**src/rtl/gate_exerciser.sv**
```systemverilog
// Truth-table exerciser for a two-input gate: drives A/B through 00..11,
// samples the gate output after a settle window and counts mismatches.
module gate_exerciser #(
  parameter int unsigned SETTLE_CYCLES = 2,  // 1..15
  parameter int unsigned PASSES        = 1   // 1..15
) (
  input  logic       clk,
  input  logic       rst_n,
  input  logic       start,
  input  logic [2:0] gate_sel,
  input  logic       y_in,
  output logic       a_out,
  output logic       b_out,
  output logic       busy,
  output logic       done,
  output logic       pass,
  output logic [7:0] err_count
);

  typedef enum logic [1:0] {StIdle, StSettle, StSample, StDone} state_e;

  localparam logic [3:0] CntLoad  = 4'(SETTLE_CYCLES - 1);
  localparam logic [3:0] LastPass = 4'(PASSES - 1);

  state_e     state_q, state_d;
  logic [2:0] sel_q, sel_d;
  logic [1:0] vec_q, vec_d;
  logic [3:0] pidx_q, pidx_d;
  logic [3:0] cnt_q, cnt_d;
  logic [7:0] err_q, err_d;
  logic       pass_q, pass_d;
  logic       exp_y;

  // Expected gate output for the vector currently on the pins.
  always_comb begin
    exp_y = vec_q[1] | vec_q[0];
    case (sel_q)
      3'd0:    exp_y = vec_q[1] & vec_q[0];
      3'd1:    exp_y = vec_q[1] | vec_q[0];
      3'd2:    exp_y = ~(vec_q[1] & vec_q[0]);
      3'd3:    exp_y = ~(vec_q[1] | vec_q[0]);
      3'd4:    exp_y = vec_q[1] ^ vec_q[0];
      3'd5:    exp_y = ~(vec_q[1] ^ vec_q[0]);
      default: exp_y = vec_q[1] | vec_q[0];  // 6 and 7 behave as OR
    endcase
  end

  // Next-state logic for the sweep controller and result registers.
  always_comb begin
    state_d = state_q;
    sel_d   = sel_q;
    vec_d   = vec_q;
    pidx_d  = pidx_q;
    cnt_d   = cnt_q;
    err_d   = err_q;
    pass_d  = pass_q;
    unique case (state_q)
      StIdle: begin
        if (start) begin
          sel_d   = gate_sel;
          vec_d   = 2'd0;
          pidx_d  = 4'd0;
          err_d   = 8'd0;
          pass_d  = 1'b0;
          cnt_d   = CntLoad;
          state_d = StSettle;
        end
      end
      StSettle: begin
        if (cnt_q == 4'd0) begin
          state_d = StSample;
        end else begin
          cnt_d = cnt_q - 4'd1;
        end
      end
      StSample: begin
        if ((y_in != exp_y) && (err_q != 8'hff)) begin
          err_d = err_q + 8'd1;
        end
        if (vec_q != 2'd3) begin
          vec_d   = vec_q + 2'd1;
          cnt_d   = CntLoad;
          state_d = StSettle;
        end else if (pidx_q != LastPass) begin
          pidx_d  = pidx_q + 4'd1;
          vec_d   = 2'd0;
          cnt_d   = CntLoad;
          state_d = StSettle;
        end else begin
          // Verdict includes the sample taken on this very edge.
          vec_d   = 2'd0;
          pass_d  = (err_d == 8'd0);
          state_d = StDone;
        end
      end
      StDone: begin
        state_d = StIdle;
      end
      default: state_d = StIdle;
    endcase
  end

  // State register; reset aborts any run without reporting.
  always_ff @(posedge clk or negedge rst_n) begin
    if (!rst_n) begin
      state_q <= StIdle;
      sel_q   <= 3'd0;
      vec_q   <= 2'd0;
      pidx_q  <= 4'd0;
      cnt_q   <= 4'd0;
      err_q   <= 8'd0;
      pass_q  <= 1'b0;
    end else begin
      state_q <= state_d;
      sel_q   <= sel_d;
      vec_q   <= vec_d;
      pidx_q  <= pidx_d;
      cnt_q   <= cnt_d;
      err_q   <= err_d;
      pass_q  <= pass_d;
    end
  end

  assign a_out     = vec_q[1];
  assign b_out     = vec_q[0];
  assign busy      = (state_q == StSettle) || (state_q == StSample);
  assign done      = (state_q == StDone);
  assign pass      = pass_q;
  assign err_count = err_q;

endmodule

```
**config.mk**
```make
export PLATFORM = sky130hd
export DESIGN_NAME = gate_exerciser
export DESIGN_NICKNAME = d
export VERILOG_FILES = /design/src/rtl/gate_exerciser.sv
export SDC_FILE = /design/constraint.sdc
export NUM_CORES = 1
export LEC_CHECK = 0
export ABC_CLOCK_PERIOD_IN_PS = 3800
export CAP_MARGIN = 30
export CORE_ASPECT_RATIO = 0.75
export CORE_UTILIZATION = 55
export CTS_BUF_LIST = sky130_fd_sc_hd__clkbuf_16
export DETAILED_ROUTE_END_ITERATION = 6
export HOLD_SLACK_MARGIN = 0.05
export PLACE_DENSITY = 0.77
export SLEW_MARGIN = 20
export SYNTH_ARGS = -nofsm -noshare
export SYNTH_HDL_FRONTEND = slang
export SYNTH_SLANG_ARGS = --single-unit
```
**constraint.sdc**
```tcl
create_clock -name clk -period 3.8 [get_ports clk]
set_clock_uncertainty 0.2 [all_clocks]
set_input_delay 1.14 -clock clk [delete_from_list [all_inputs] [get_ports clk]]
set_output_delay 1.14 -clock clk [all_outputs]
set_load 0.01 [all_outputs]
```
# Word level (Yosys, flattened, before mapping)
# Index checks and enable logic that the tools add are counted.
# classes
n_bitwise,6
n_lt_le_gt_ge,0
n_eq_ne,17
n_mul,0
n_addsub,4
shifts,0
n_reduce_logical,15
n_div,0
n_mux,26
# ops
op,n
two-way mux 4 bit,7
two-way mux 8 bit,3
case mux 8 bit (2 select lines),1
!= test 2 bit (second input constant),7
two-way mux 2 bit,6
case mux 4 bit (3 select lines),1
AND reduction 4 bit,3
adder 8 x 1 -> 8 bit (second input constant),1
zero test 8 bit,1
!= test 8 bit (second input constant),1
case mux 2 bit (4 select lines),1
case mux 4 bit (2 select lines),1
equality test 3 x 2 -> 1 bit (second input constant),2
equality test 3 bit (second input constant),2
AND reduction 2 bit,3
case mux 1 bit (5 select lines),1
adder 4 x 1 -> 4 bit (second input constant),1
equality test 2 bit (second input constant),2
zero test 4 bit,1
case mux 2 bit (2 select lines),1
nonzero test 4 bit,1
subtractor 4 x 1 -> 4 bit (second input constant),1
zero test 3 bit,1
two-way mux 1 bit,3
other kinds (14),16
# word_totals
latchBits,0
reg_bits,24
mem_bits_ro,0
inputBits,7
memories,0
wordCells,75
mem_bits_rw,0

# Depth between registers and ports, before layout
# Gate-level depths: netlist (run 1).
# depth
depth_word,11
depth_mapped,10
mapped_depth_nobuf,9

# Least setup slack after synthesis (run 1)
# Ideal clock, no wire load.
# synth_path
path_kind,register -> register
start,reg vec_q[1]
end,reg pass_q (netlist: pass)
setup_time_ps,92
n_path_buf,1
synth_period_minus_slack_ps,2857
slack_ps,943
stages_incl_launch_ff,11
t_arrival_ps,2566
cell_sequence,dfrtp_1 inv_1 ha_1 or3b_1 a21boi_2 nor4_1 or2_1 buf_6 or3_4 a22o_1 o31ai_2
# synth_between
elab_chain_cells,11
# synth_lines
item,line_no,source
"start, declared",27,"logic [1:0] vec_q, vec_d;"
"start signal, assigned",116,vec_q <= vec_d;
"XOR 1 bit, or another cell as far along","42, 43",
inverter 1 bit (on tied branches),"43, 40, 41",
case mux 1 bit (5 select lines),37,case (sel_q)
!= test 1 bit,77,if ((y_in != exp_y) && (err_q != 8'hff)) begin
logical AND 1 bit,77,
two-way mux 8 bit,77,
two-way mux 8 bit,57,unique case (state_q)
zero test 8 bit,92,pass_d = (err_d == 8'd0);
two-way mux 1 bit,84,end else if (pidx_q != LastPass) begin
two-way mux 1 bit,80,if (vec_q != 2'd3) begin
case mux 1 bit (2 select lines),57,
"end signal, assigned",120,pass_q <= pass_d;
"end, declared",31,"logic pass_q, pass_d;"
# Parallel ways exist; a longest one is shown, timed or not. The select of a mux whose other input is x is not followed.
# A chain may end at the register's enable or synchronous reset.

# Final worst setup path (run 1)
# layout_path
start,in y_in
end,reg pass_q (netlist: pass)
# layout_between
elab_chain_cells,8
# layout_lines
item,line_no,source
"start, declared",11,"input logic y_in,"
!= test 1 bit,77,
logical AND 1 bit,77,
two-way mux 8 bit,77,
two-way mux 8 bit,57,
zero test 8 bit,92,
two-way mux 1 bit,84,
two-way mux 1 bit,80,
case mux 1 bit (2 select lines),57,
# No other way between the ends. The select of a mux whose other input is x is not followed.

==> results.yml, run 1 <==
timing:
  setup_tns_ns: 0
  setup_violations: 0
  fin_crit_ns: 3.22
  fin_crit_sh: 0.848
  relSlewSlack: 0.661
  fmax_mhz: 310
  drv_slew: 0
  max_slew.worst_pin.slew_ns: 0.508
  timing.hold.ws_ns: 0.311
  hold_viol: 0
  rsz0062_at_grt: "false"
worst_setup_path:
  startpoint_type: "input pin"
  slowest_delay_ns: 0.47
  worstPathArrival_ns: 3.15
  end_kind: "register"
  cp_data_required_time_ns: 3.73
  worst-setup-path-type: "input pin to register"
  slowest_stage: "clkdlybuf4s50_1"
  path_cells: "clkdlybuf4s50_1, nor4_1, or2_1, mux2_2, o22ai_1, o31ai_2"
  crit_path_max_fanout: 11
floorplanning:
  die_y_um: 48.9
  start_util: 0.598
  die_area_um2: 3160
  die_w_um: 64.6
  ios: 20
  core_um2: 2700
  placementRows: 16
finish:
  diodes: 0
  fillers: 233
  area_delta_synth_final_pct: 18.7
  nets: 225
  drive_gt1_frac: 0.0971
synth:
  synthDistinctLibCells: 46
  yosysWarningCount: 0
  avgSynthCellArea_um2: 8.64
  syn_area_um2: 1620
  syn_nets: 204
  async_flop_share: 1.00
  ys_seq_area_frac: 0.372
  ys_ff_latch: 24
  synthCells: 187
  synth-edff-count: 0
  synth-main-ff-cell: "dfrtp_1"
drt:
  wl_per_cell_um: 15.4
  top_layer_used: "met4"
  dr.pass1.iters: 4
  vias_per_cell: 6.14
  routed_wl_um: 3730
  antenna_left: 0
  wl_met2_um: 1780
  route.met3.wl_um: 251
  remaining_drc_errors: 0
  drt_iter0_drc: 84
  drt-met1-wl_um: 1690
  vias: 1487
power:
  swShare: 0.423
  power_density_nw_per_um2: 683
  clockPowerShare: 0.166
  netSwitchingPower_uw: 554
  p_comb_frac: 0.536
  power_frac_seq: 0.298
  ir_drop_mv: 0.301
  leakagePower_uw: 0.000819
  internal-power_uw: 755
clocking:
  cts_tree: "done"
  cts-buffers-inserted: 3
  h-tree-depth: 1
  cts_resized: 0
  worstSkewPairLatency_ns: 0.25
  clk_pin_slew_worst_paths_ns: 0.06
  cts_hold_buf: 0
  post_cts_buffers: 0
  cts.sink_count: 24
  clk_path_buf_depth: 2
  cts-root-buf: "clkbuf_16"
placed_design:
  detailed_place_hpwl_um: 2840
  port_buffers: 19
  place_congestion: 0.961
worst_hold_path:
  hp-class: "register to register"
grt:
  grt_max_degree: 25
  grt_pass1_vias: 1394
  grt_pass1_wl_um: 6580
  track_usage: 0.270
  grt-ovfl-total: 0
  antenna_found_initial: 0
run_status:
  outcome: "completed"
flow_run:
  cap_violations: 0
-- sequential cells by signal, summed over array words and instances, names as in the netlist --
name / count
pass: 1
state_q: 2
sel_q: 3
cnt_q: 4
err_count: 8
pidx_q: 4
vec_q: 2
-- layout by cell type (no fill, tap or decap), types with 2 or more instances in the layout --
cell / n
buf_4: 3
dfrtp_1: 24
o31ai_1: 3
o22ai_1: 2
clkbuf_16: 3
a22oi_1: 2
inv_1: 13
nor2_1: 14
a32o_1: 2
nand2_1: 23
a22o_1: 4
clkdlybuf4s50_1: 19
and3_1: 2
or3_2: 4
mux2_2: 4
or3b_1: 2
nor4_1: 3
ha_1: 10
nand2b_1: 4
nand4_1: 2
nor3_1: 5
o21ai_0: 17
a21o_1: 2
nor3b_1: 3
a211oi_1: 4
nand3_1: 4
a21oi_1: 8
-- critical path, delay by kind of cell --
family	cells	cell delay (ns)
AND/OR/NAND/NOR	2	0.86
buffers and inverters	1	0.47
multiplexers	1	0.38
AO/OA/AOI/OAI	2	0.31
-- cell families (layout without fill, tap and decap cells) --
| kind of cell | count (synthesis) | count (layout) | synth area share |
|---|---|---|---|
| flops | 24 | 24 | 0.372 |
| mux | 5 | 5 | 0.0341 |
| simple gates | 74 | 74 | 0.239 |
| fa+ha+maj | 10 | 10 | 0.0775 |
| buf+inv | 19 | 38 | 0.0496 |
| compound gates | 55 | 55 | 0.229 |
-- synthesized netlist by cell type, types with 3 or more instances --
library cell,number,area share
a211oi_1,4,0.019
a21oi_1,8,0.025
a22o_1,4,0.022
clkbuf_1,4,0.0093
dfrtp_1,24,0.37
ha_1,10,0.077
inv_1,13,0.030
mux2_2,4,0.028
nand2_1,23,0.053
nand2b_1,4,0.015
nand3_1,4,0.012
nor2_1,14,0.033
nor3_1,5,0.015
nor3b_1,3,0.014
nor4_1,3,0.012
o21ai_0,18,0.056
o31ai_1,3,0.014
or3_2,4,0.019
-- through the flow --
step / cell area [um2] / std cells / util / total power [uW] / setup WS, ns
finish: 1920 / 242 / 0.709 / 1310 / 0.577
global route: 1920 / 242 / 0.709 / 1430 / 0.420
CTS: 1920 / 242 / 0.709 / 1310 / 0.625
detailed placement: 1840 / 239 / 0.681 / 1090 / 0.370
global placement: 1840 / 239 / 0.681 / 1050 / 0.478
floorplan: 1620 / 187 / - / 886 / 0.943
-- worst paths after layout --
kind | startpoint | to | depth (start not counted) | slack, ns
setup reg to reg | vec_q[0]$_DFFE_PN0P_ | pass$_DFFE_PN0P_ | 9 | 0.62
hold / removal | cnt_q[1]$_DFFE_PN0P_ | cnt_q[1]$_DFFE_PN0P_ | 2 | 0.31
min in group asynchronous | rst_n | cnt_q[0]$_DFFE_PN0P_ | 2 | 1.04
setup / recovery | y_in | pass$_DFFE_PN0P_ | 6 | 0.58
max in group asynchronous | rst_n | err_count[0]$_DFFE_PN0P_ | 2 | 2.11
hold reg to reg | cnt_q[1]$_DFFE_PN0P_ | cnt_q[1]$_DFFE_PN0P_ | 2 | 0.31
-- routing by layer --
metal	vias to the layer above	global-route usage
met5	-	0
met4	0	0.0407
met3	4	0.0631
met2	51	0.456
met1	709	0.361
li1	723	-
-- final cells by class --
class | count | area, um2 | area share
flip-flops and latches | 24 | 601 | 0.313
well taps | 36 | 45.0 | 0.0235
multi-input cells | 144 | 935 | 0.488
clock buffers | 3 | 75.1 | 0.0392
repair buffers | 22 | 213 | 0.111
inverters | 13 | 48.8 | 0.0255
-- power by group through the flow --
| stage | Sequential, uW | Clock [uW] | Combinational (uW) |
|---|---|---|---|
| after floorplan | 384 | 0 | 502 |
| after global placement | 387 | 0 | 659 |
| after detailed placement | 395 | 0 | 695 |
| after CTS | 390 | 224 | 699 |
| after global routing | 403 | 235 | 786 |
| final | 390 | 218 | 702 |
(Power assumes the default switching activity.)
==> run 2, diff against run 1 <==
ABC_CLOCK_PERIOD_IN_PS = 3010   (was 3800)
clock period = 3.01 ns   (was 3.8 ns; I/O delays follow)
==> run 2 against run 1 <==
Hold slack improved by 0.0074 ns. Via count increased by 2.1%. Critical path type is now register to register. Count of clock-buffer cells in the layout unchanged.
==> results.yml, run 2 (synthesized netlist as in run 1, its figures left out) <==
placed_design:
  port_buffers: 19
  dpl_cell_area_um2: 1880
  detailed_place_hpwl_um: 2780
  place_congestion: 0.883
timing:
  timing.hold.ws_ns: 0.318
  drv_slew: 0
  max_slew.worst_pin.slew_ns: 0.800
  hold_viol: 0
  relSlewSlack: 0.461
  fin_crit_ns: 2.92
  rsz0062_at_grt: "false"
  fin_crit_sh: 0.970
  setup_violations: 0
  fmax_mhz: 343
grt:
  grt_max_degree: 25
  grt_pass1_vias: 1458
  track_usage: 0.267
  grt_pass1_wl_um: 6470
  antenna_found_initial: 0
  grt-ovfl-total: 0
finish:
  fillers: 211
  diodes: 0
  largest_register_ffs: 8
  layout_commonest_cell: "dfrtp_1"
  drive_gt1_frac: 0.156
  area_delta_synth_final_pct: 25.3
  mostFrequentLayoutCells: "24 x dfrtp_1, 23 x nand2_1, 19 x clkdlybuf4s50_1, 16 x o21ai_0"
  nets: 236
  design_area_um2: 2020
run_status:
  outcome: "completed"
clocking:
  worstSkewPairLatency_ns: 0.26
  cts.sink_count: 24
  h-tree-depth: 1
  cts-buffers-inserted: 3
  clk_pin_slew_worst_paths_ns: 0.06
  cts_hold_buf: 0
  cts_tree: "done"
  cts-root-buf: "clkbuf_16"
  clk_path_buf_depth: 2
worst_setup_path:
  r2r_cells: 10
  worst-setup-path-type: "register to register"
  startpoint_type: "register"
  cp_data_required_time_ns: 2.98
  crit_path_max_fanout: 5
  worstPathArrival_ns: 2.88
  end_kind: "register"
floorplanning:
  placementRows: 16
  die_area_um2: 3160
  ios: 20
  die_y_um: 48.9
  start_util: 0.598
  core_um2: 2700
  die_w_um: 64.6
drt:
  wl_per_cell_um: 15.3
  remaining_drc_errors: 0
  vias_per_cell: 5.98
  routed_wl_um: 3890
  antenna_left: 0
  vias: 1518
  drt_iter0_drc: 104
  dr.pass1.iters: 4
power:
  ir_drop_mv: 0.512
  power_density_nw_per_um2: 901
  leakagePower_uw: 0.000879
  fin_total_pwr_uw: 1820
worst_hold_path:
  hold_depth: 2
  hp-class: "register to register"
flow_run:
  cap_violations: 0
## run 2: cell types whose count changed in the layout (fill, tap and decap cells not counted)
cell and change:
o21ai_1 +1, or2_4 +1, ha_4 +1, a211oi_2 +1, ha_1 -1, or2_1 -1, o21ai_0 -1, clkinv_1 +1
a211oi_1 -1, buf_4 +11
## run 2: what timing repair did
| action | in CTS | in global routing |
|---|---|---|
| gates cloned | 0 | 0 |
| pin swaps | 2 | 1 |
| setup buffers | 4 | 2 |
| gates resized for setup | 0 | 5 |
| endpoints found under the setup margin | 1 | 5 |
## run 2: cell type report
| type | count | area, um2 | share of cell area |
|---|---|---|---|
| multi-input combinational | 144 | 955 | 0.472 |
| sequential | 24 | 601 | 0.297 |
| timing repair buffer | 33 | 295 | 0.146 |
| clock buffer | 3 | 75.1 | 0.0371 |
| inverter | 13 | 48.8 | 0.0241 |
| tap | 36 | 45.0 | 0.0223 |
| clock inverter | 1 | 3.75 | 0.00186 |
## run 2: critical path, stage by stage, from the launching register on
cell	delay, ns
dfrtp_1	0.39
inv_1	0.09
ha_4	0.28
or3b_1	0.12
a21boi_2	0.06
buf_4	0.14
o31a_2	0.32
or2_4	0.27
or3_2	0.47
a22o_1	0.25
o31ai_2	0.24
## run 2: layer usage
metal,up-vias,wire (um),global-route usage
li1,743,-,-
met1,739,1790,0.323
met2,32,1910,0.488
met3,4,161,0.0631
met4,0,21,0.0444
met5,-,0,0
## run 2: stage by stage
stage	std cells	TNS, ns	worst slack [ns]	utilization
floorplan	187	0	0.153	-
global placement	244	-0.0166	-0.0166	0.695
detailed placement	244	-0.0451	-0.0451	0.695
CTS	252	0	0.00585	0.736
global route	254	0	0.0322	0.749
finish	254	0	0.0903	0.749
## run 2: final timing paths
kind,start,to,slack [ns]
max,vec_q[1]$_DFFE_PN0P_,pass$_DFFE_PN0P_,0.09
min in group asynchronous,rst_n,sel_q[2]$_DFFE_PN0P_,0.81
min,cnt_q[2]$_DFFE_PN0P_,cnt_q[2]$_DFFE_PN0P_,0.32
max reg2reg,vec_q[1]$_DFFE_PN0P_,pass$_DFFE_PN0P_,0.09
max in group asynchronous,rst_n,err_count[3]$_DFFE_PN0P_,1.56
min reg2reg,cnt_q[2]$_DFFE_PN0P_,cnt_q[2]$_DFFE_PN0P_,0.32
## run 2: power by group
group	switching [uW]	internal [uW]	total [uW]
Clock	109	177	287
Sequential	97.3	397	495
Combinational	540	500	1040
Total	747	1080	1820
